### src/rtl/weight_pingpong_ctrl.sv
// Ping-pong controller for the two halves of the weight SRAM: packs loader beats into
// write commands for the filling half and hands completed halves to the array.
module weight_pingpong_ctrl #(
    parameter int unsigned ADDR_W       = 12,
    parameter int unsigned PER_BUF_SIZE = 2048,
    parameter int unsigned PORT_W       = 32,
    parameter int unsigned LEN_W        = 10
) (
    input  logic              clk,
    input  logic              reset,
    input  logic              clear,
    input  logic              ld_valid,
    input  logic [PORT_W-1:0] ld_data,
    input  logic              ld_last,
    output logic              ld_ready,
    output logic              wr_en,
    output logic [ADDR_W-1:0] wr_addr,
    output logic [PORT_W-1:0] wr_data,
    output logic              cons_valid,
    input  logic              cons_start,
    input  logic              cons_done,
    output logic [ADDR_W-1:0] cons_base,
    output logic [LEN_W-1:0]  cons_len,
    output logic [3:0]        buf_state,
    output logic              err_overflow,
    output logic              err_proto
);

    typedef enum logic [1:0] {
        StEmpty   = 2'd0,
        StFilling = 2'd1,
        StFull    = 2'd2,
        StInUse   = 2'd3
    } buf_st_e;

    localparam logic [ADDR_W-1:0] BufSize = ADDR_W'(PER_BUF_SIZE);
    localparam logic [ADDR_W-1:0] LastOff = ADDR_W'(PER_BUF_SIZE - 4);
    localparam logic [ADDR_W-1:0] BeatBytes = ADDR_W'(4);

    buf_st_e           st_q [2];
    logic [LEN_W-1:0]  len_q [2];
    logic              fp_q;
    logic              cp_q;
    logic [ADDR_W-1:0] off_q;

    logic              fill_ok;
    logic              accept;
    logic              close;
    logic [ADDR_W-1:0] fill_base;

    always_comb begin
        fill_ok   = (st_q[fp_q] == StEmpty) || (st_q[fp_q] == StFilling);
        ld_ready  = fill_ok && !clear;
        accept    = ld_valid && ld_ready;
        close     = accept && (ld_last || (off_q == LastOff));
        fill_base = fp_q ? BufSize : '0;
    end

    assign cons_valid = (st_q[cp_q] == StFull);
    assign cons_base  = cp_q ? BufSize : '0;
    assign cons_len   = len_q[cp_q];
    assign buf_state  = {st_q[1], st_q[0]};

    // Fill side only touches EMPTY/FILLING buffers and consume side only FULL/IN_USE,
    // so the two indexed updates below never land on the same buffer in one cycle.
    always_ff @(posedge clk or posedge reset) begin
        if (reset) begin
            for (int i = 0; i < 2; i++) begin
                st_q[i]  <= StEmpty;
                len_q[i] <= '0;
            end
            fp_q         <= 1'b0;
            cp_q         <= 1'b0;
            off_q        <= '0;
            wr_en        <= 1'b0;
            wr_addr      <= '0;
            wr_data      <= '0;
            err_overflow <= 1'b0;
            err_proto    <= 1'b0;
        end else if (clear) begin
            for (int i = 0; i < 2; i++) begin
                st_q[i]  <= StEmpty;
                len_q[i] <= '0;
            end
            fp_q         <= 1'b0;
            cp_q         <= 1'b0;
            off_q        <= '0;
            wr_en        <= 1'b0;
            wr_addr      <= '0;
            wr_data      <= '0;
            err_overflow <= 1'b0;
            err_proto    <= 1'b0;
        end else begin
            wr_en        <= accept;
            err_overflow <= close && !ld_last;
            err_proto    <= 1'b0;

            if (accept) begin
                wr_addr      <= fill_base + off_q;
                wr_data      <= ld_data;
                len_q[fp_q]  <= (st_q[fp_q] == StEmpty) ? LEN_W'(1) : len_q[fp_q] + 1'b1;
                if (close) begin
                    st_q[fp_q] <= StFull;
                    fp_q       <= ~fp_q;
                    off_q      <= '0;
                end else begin
                    st_q[fp_q] <= StFilling;
                    off_q      <= off_q + BeatBytes;
                end
            end

            // cons_done wins; a concurrent cons_start must be held to act on the new cp.
            if (cons_done) begin
                if (st_q[cp_q] == StInUse) begin
                    st_q[cp_q] <= StEmpty;
                    cp_q       <= ~cp_q;
                end else begin
                    err_proto <= 1'b1;
                end
            end else if (cons_start) begin
                if (st_q[cp_q] == StFull) begin
                    st_q[cp_q] <= StInUse;
                end else begin
                    err_proto <= 1'b1;
                end
            end
        end
    end

endmodule

### config.mk
export PLATFORM = sky130hd
export DESIGN_NAME = weight_pingpong_ctrl
export DESIGN_NICKNAME = d
export VERILOG_FILES = /design/src/rtl/weight_pingpong_ctrl.sv
export SDC_FILE = /design/constraint.sdc
export NUM_CORES = 1
export LEC_CHECK = 0
export BUFFER_PORTS_ARGS = -buffer_cell sky130_fd_sc_hd__buf_4
export CORE_ASPECT_RATIO = 0.9
export CORE_MARGIN = 2
export CORE_UTILIZATION = 49
export CTS_BUF_LIST = sky130_fd_sc_hd__clkbuf_8
export CTS_CLUSTER_SIZE = 30
export DETAILED_ROUTE_END_ITERATION = 7
export PLACE_DENSITY = 0.78
export SLEW_MARGIN = 15
export SYNTH_ARGS = -nofsm -noshare
export SYNTH_HDL_FRONTEND = slang
export SYNTH_SLANG_ARGS = --single-unit
### constraint.sdc
create_clock -name clk -period 2.25 [get_ports clk]
set_clock_uncertainty 0.15 [all_clocks]
set_input_delay 0.1125 -clock clk [delete_from_list [all_inputs] [get_ports clk]]
set_output_delay 0.1125 -clock clk [all_outputs]
set_load 0.03 [all_outputs]
## Word-level counts from Yosys, hierarchy flattened

Cells that the tools add are included.

| operators by class | value |
|---|---|
| equality and inequality tests | 4 |
| $lt $le $gt $ge | 4 |
| reduce and logical (&&, ||, !) cells | 17 |
| add/subtract/negate cells | 3 |
| bitwise gates (word level) | 13 |
| multiplexer cells | 52 |

Operators with widths:

| kind | count |
|---|---|
| $mux 12 | 7 |
| $mux 10 | 8 |
| $mux 32 | 2 |
| $mux 20 | 2 |
| $mux 4 | 8 |
| $bwmux 20 | 1 |
| $mux 2 | 8 |
| $mux 1 | 13 |
| $add 12x12->12 | 1 |
| $add 12x3->12 const B | 1 |
| $eq 12x11->1 const B | 1 |
| $add 10x1->10 const B | 1 |
| $demux 10 s1 | 1 |
| $reduce_bool 2->1 | 4 |
| $logic_and 1x1->1 | 6 |
| $and 2x2->2 | 2 |
| $and 4x4->4 | 1 |
| $demux 2 s1 | 2 |
| $eq 2x2->1 const B | 2 |
| $ge 2x2->1 const B | 2 |
| $lt 2x1->1 const B | 2 |
| $not 1->2 | 2 |
| $not 2->2 | 2 |
| $not 4->4 | 1 |
| 8 further kinds | 13 |

| storage, ports and cells | value |
|---|---|
| logic and storage cells | 105 |
| register bits | 85 |
| output and inout port bits | 75 |
| input port bits | 39 |

## Depth between registers and ports, before layout

| logic depth | value |
|---|---|
| word-level depth | 17 |
| depth in mapped cells | 8 |

## Worst setup path after synthesis

OpenSTA, ideal clock, no wires.

| path | value |
|---|---|
| path kind | register to register |
| from | register st_q, in the netlist buf_state[1] |
| to | register err_proto |
| data required time | 1.968 ns |
| period minus slack after synthesis | 2.102 ns |
| arrival time | 1.820 ns |
| path slack | 0.148 ns |
| cell stages (with the launch flop) | 5 |
| cell sequence | dfrtp_1 -> inv_1 -> o31ai_1 -> nand2b_1 -> a21oi_1 |

| on the way | value |
|---|---|
| cells in the longest elaborated chain, start to end | 8 |
| elaborated cells between the ends (all ways) | 10 |

Ends and longest elaborated chain:

| element | RTL line | RTL |
|---|---|---|
| start, declared | 40 | `buf_st_e st_q [2];` |
| start signal, assigned by index | 69 | `st_q[i] <= StEmpty;` |
| start signal, assigned by index | 82 | `st_q[i] <= StEmpty;` |
| start signal, assigned by index | 103 | `st_q[fp_q] <= StFull;` |
| $mux 2 (3 in series) | -- |  |
| $eq 2x2->1 | -- |  |
| via cons_valid | 19 | `output logic cons_valid,` |
| $mux 1 | 121 | `if (st_q[cp_q] == StFull) begin` |
| $mux 1 | 120 | `end else if (cons_start) begin` |
| $mux 1 | 113 | `if (cons_done) begin` |
| $mux 1 | 80 | `end else if (clear) begin` |
| end signal, assigned | 79 | `err_proto <= 1'b0;` |
| end signal, assigned | 118 | `err_proto <= 1'b1;` |
| end signal, assigned | 124 | `err_proto <= 1'b1;` |
| end, declared | 26 | `output logic err_proto` |

The timed path passes the listed nets, and every way through them passes these cells. The select of a mux whose other input is x is not followed.
A chain may end at the register's enable or synchronous reset.

## Worst setup path after layout

| path | value |
|---|---|
| from | register fp_q |
| to | register off_q[4] |

| on the way | value |
|---|---|
| cells in the longest elaborated chain, start to end | 12 |
| elaborated cells between the ends (all ways) | 14 |

Ends and longest elaborated chain:

| element | RTL line | RTL |
|---|---|---|
| start, declared | 42 | `logic fp_q;` |
| start signal, assigned | 104 | `fp_q <= ~fp_q;` |
| $not 1->2 (not written as such) * | 52 | `fill_ok = (st_q[fp_q] == StEmpty) \|\| (st_q[fp_q] == StFilling);` |
| $mux 2 (not written as such) * (3 in series) | 52 |  |
| $eq 2x1->1 / $logic_not 2->1 (equally long branches) | 52 |  |
| $logic_or 1x1->1 * | 52 |  |
| $logic_and 1x1->1 * | 53 | `ld_ready = fill_ok && !clear;` |
| $logic_and 1x1->1 * | 54 | `accept = ld_valid && ld_ready;` |
| $logic_and 1x1->1 | 55 | `close = accept && (ld_last \|\| (off_q == LastOff));` |
| $mux 12 | 102 | `if (close) begin` |
| $mux 12 | 98 | `if (accept) begin` |
| $mux 12 | 80 |  |
| end signal, assigned | 108 | `off_q <= off_q + BeatBytes;` |
| end, declared | 44 | `logic [ADDR_W-1:0] off_q;` |

Mark *: on every way between the ends. The rest lies on a longest branch, timed or not. The select of a mux whose other input is x is not followed.

==> reports/metrics.yaml <==
outcome: "complete, no violations"
syn-mean-instance-area_um2: 9.56
first_pass_iters: 5
yosysTopAreaCell: "dfrtp_1"
portBuffers: 102
vias: 3848
synth-main-ff-cell: "dfrtp_1"
clock_latency_ps: 360
ys_seq_area_frac: 0.478
min_period_ps: 2060
layout_setup_ws_ps: 194
use_met2: 0.405
worst-setup-path-type: "reg -> reg"
crit_chain: "buf_4, mux2_2, nor3_4, nand2_1, o311ai_0"
synth_most_common_cell: "nand2_1"
cp_slowest_cell: "dfrtp_1"
ir_worst_vdd_mv: 0.347
rsz0062_at_grt: "false"
worst_hold_slack_ps: 28.8
end_kind: "flip-flop"
coreArea_mm2: 0.00853
synthesis.area_mm2: 0.00429
finalWirelength_um: 11200
synthTopCellsByCount: "nand2_1, dfrtp_1, nand3b_1"
drtAntennaViolNets: 0
layout.nets: 625
n_fill_cell: 651
relSlewSlack: 0.542
grt-ovfl-total: 0
ys_ff_latch: 82
clkSinkCount: 82
tns_ps: 0
h-tree-depth: 3
synth_cells: 449
die_h_um: 92.8
cts_tree: "built"
ioPinCount: 114
via_per_inst: 5.44
start_kind: "flip-flop"
synth_cell_types: 51
synth_edf_count: 0
clkPwrFrac: 0.359
drt_iter0_drc: 252
ys_async_sr_fraction: 1.00
antenna_found_initial: 0
finalSetupViolCount: 0
cts-root-buf: "clkbuf_8"
drv_cap: 0
power.switching_uw: 944
hold_class: "in -> reg"
p_leak_uw: 0.00285
grt_pass1_vias: 3821
power_frac_comb: 0.173
drc: 0
dieArea_mm2: 0.00953
required_ps: 2330
ys_warn_count: 0
slew_violations: 0
grt_max_degree: 83
gr-usage-met1: 0.309
fp.dieW_um: 103
busiest_layer: "met2"
hp-start: "cons_start"
dp_hpwl_um: 7180
cpPeakStageDelay_ps: 420
critPathLaunch: "fp_q"
intPower_uw: 2420
p_seq_frac: 0.468
num_rows: 32
layout-drive-gt1-share: 0.260
r2r_start: "fp_q"
gp_congestion: 0.896
cts.repair.resized: 0
place_ws_ps: 149
synthToLayoutAreaGrowth_pct: 33.4
track_usage: 0.245
powerDensity_mw_per_mm2: 588
fin_crit_sh: 0.914
yosys.area.top_type_share: 0.478
cp.arrival_ps: 2140
grt_pass1_wl_um: 18500
diodes: 0
cts_made_buffers: 9
total_power_uw: 3370
fmax_mhz: 486
worst_pin_slew_ps: 687
critPathMaxFanout: 12
clk_pin_slew_ps: 90
wl_per_cell_um: 15.8
clockBufferDepth: 2
finalHoldViolations: 0
synthTopCellsByArea: "dfrtp_1, nand2_1, nand3b_1"
start_util: 0.503
p_sw_frac: 0.280
met3_usage: 0.0868
critical path: cells and delay by family (launching register included):
family                 cells  cell delay (ps)
flip-flops                 1              420
AND/OR/NAND/NOR            2              390
multiplexers               1              390
AO/OA/AOI/OAI              1              350
buffers and inverters      1              220
power by group through the flow:
| stage | Combinational [µW] | Clock [µW] | Sequential (µW) |
|---|---|---|---|
| 2_1_floorplan | 238 | 0 | 1700 |
| 3_3_place_gp | 520 | 0 | 1600 |
| 3_5_place_dp | 527 | 0 | 1600 |
| 4_1_cts | 578 | 1240 | 1580 |
| 5_1_grt | 627 | 1290 | 1580 |
| 6_report | 582 | 1210 | 1580 |
stage by stage:
step / cell area, µm² / instances / utilization
5_1_grt: 5730 / 707 / 0.672
3_5_place_dp: 5130 / 654 / 0.602
2_1_floorplan: 4330 / 459 / -
4_1_cts: 5720 / 706 / 0.671
6_report: 5730 / 707 / 0.672
3_3_place_gp: 5130 / 654 / 0.602
final cells by class:
| type | instances | area, µm² | share of cell area |
|---|---|---|---|
| Sequential cell | 82 | 2050 | 0.358 |
| Clock buffer | 10 | 138 | 0.0240 |
| Tap cell | 119 | 149 | 0.0260 |
| Clock inverter | 6 | 88.8 | 0.0155 |
| Inverter | 6 | 26.3 | 0.00459 |
| Multi-Input combinational cell | 333 | 2040 | 0.356 |
| Timing Repair Buffer | 151 | 1240 | 0.216 |
state kept, by name, indices dropped and copies added, names as in the netlist, 4 cells and up:
register / cells
buf_state: 4
len_q: 20
off_q: 10
wr_addr: 11
wr_data: 32
metal layers:
metal	wire, µm	vias up
li1	-	1822
met1	4650	1886
met2	5610	128
met3	829	12
met4	99	0
met5	0	-
final timing paths:
kind / depth (start not counted) / endpoint / slack (ps)
hold / removal: 4 / err_proto / 30
max in group asynchronous: 4 / len_q[13] / 1310
min in group asynchronous: 4 / wr_data[14] / 260
setup reg to reg: 5 / off_q[4] / 190
setup / recovery: 5 / off_q[4] / 190
hold reg to reg: 2 / wr_data[23] / 370
logic make-up (layout without fill, tap and decap cells):
group / Yosys count / after routing / share of synthesized area
and+or+nand+nor: 232 / 232 / 0.294
DFF: 82 / 82 / 0.478
AOI/OAI and AO/OA: 58 / 58 / 0.0930
buffers and inverters: 44 / 173 / 0.0562
muxes: 22 / 22 / 0.0551
xor gates and xnor gates: 7 / 7 / 0.0143
adders and majority gates: 3 / 3 / 0.00874
other: 1 / 11 / 0.000874
cell usage in the layout, fill, tap and decap left out, types with 10 or more instances in the layout:
master / count
mux2_2: 13
nand3_1: 18
dlygate4sd3_1: 36
nand2_1: 115
nand3b_1: 49
dfrtp_1: 82
buf_4: 114
conb_1: 11
o21ai_0: 18
clkbuf_8: 10
what timing repair did:
action                                 in CTS  in global routing
hold buffers                               36                  0
setup endpoints to repair                   0                  1
setup buffers                               0                  1
endpoints found under the hold margin     123                  0
Power figures use the tool's default switching activity.
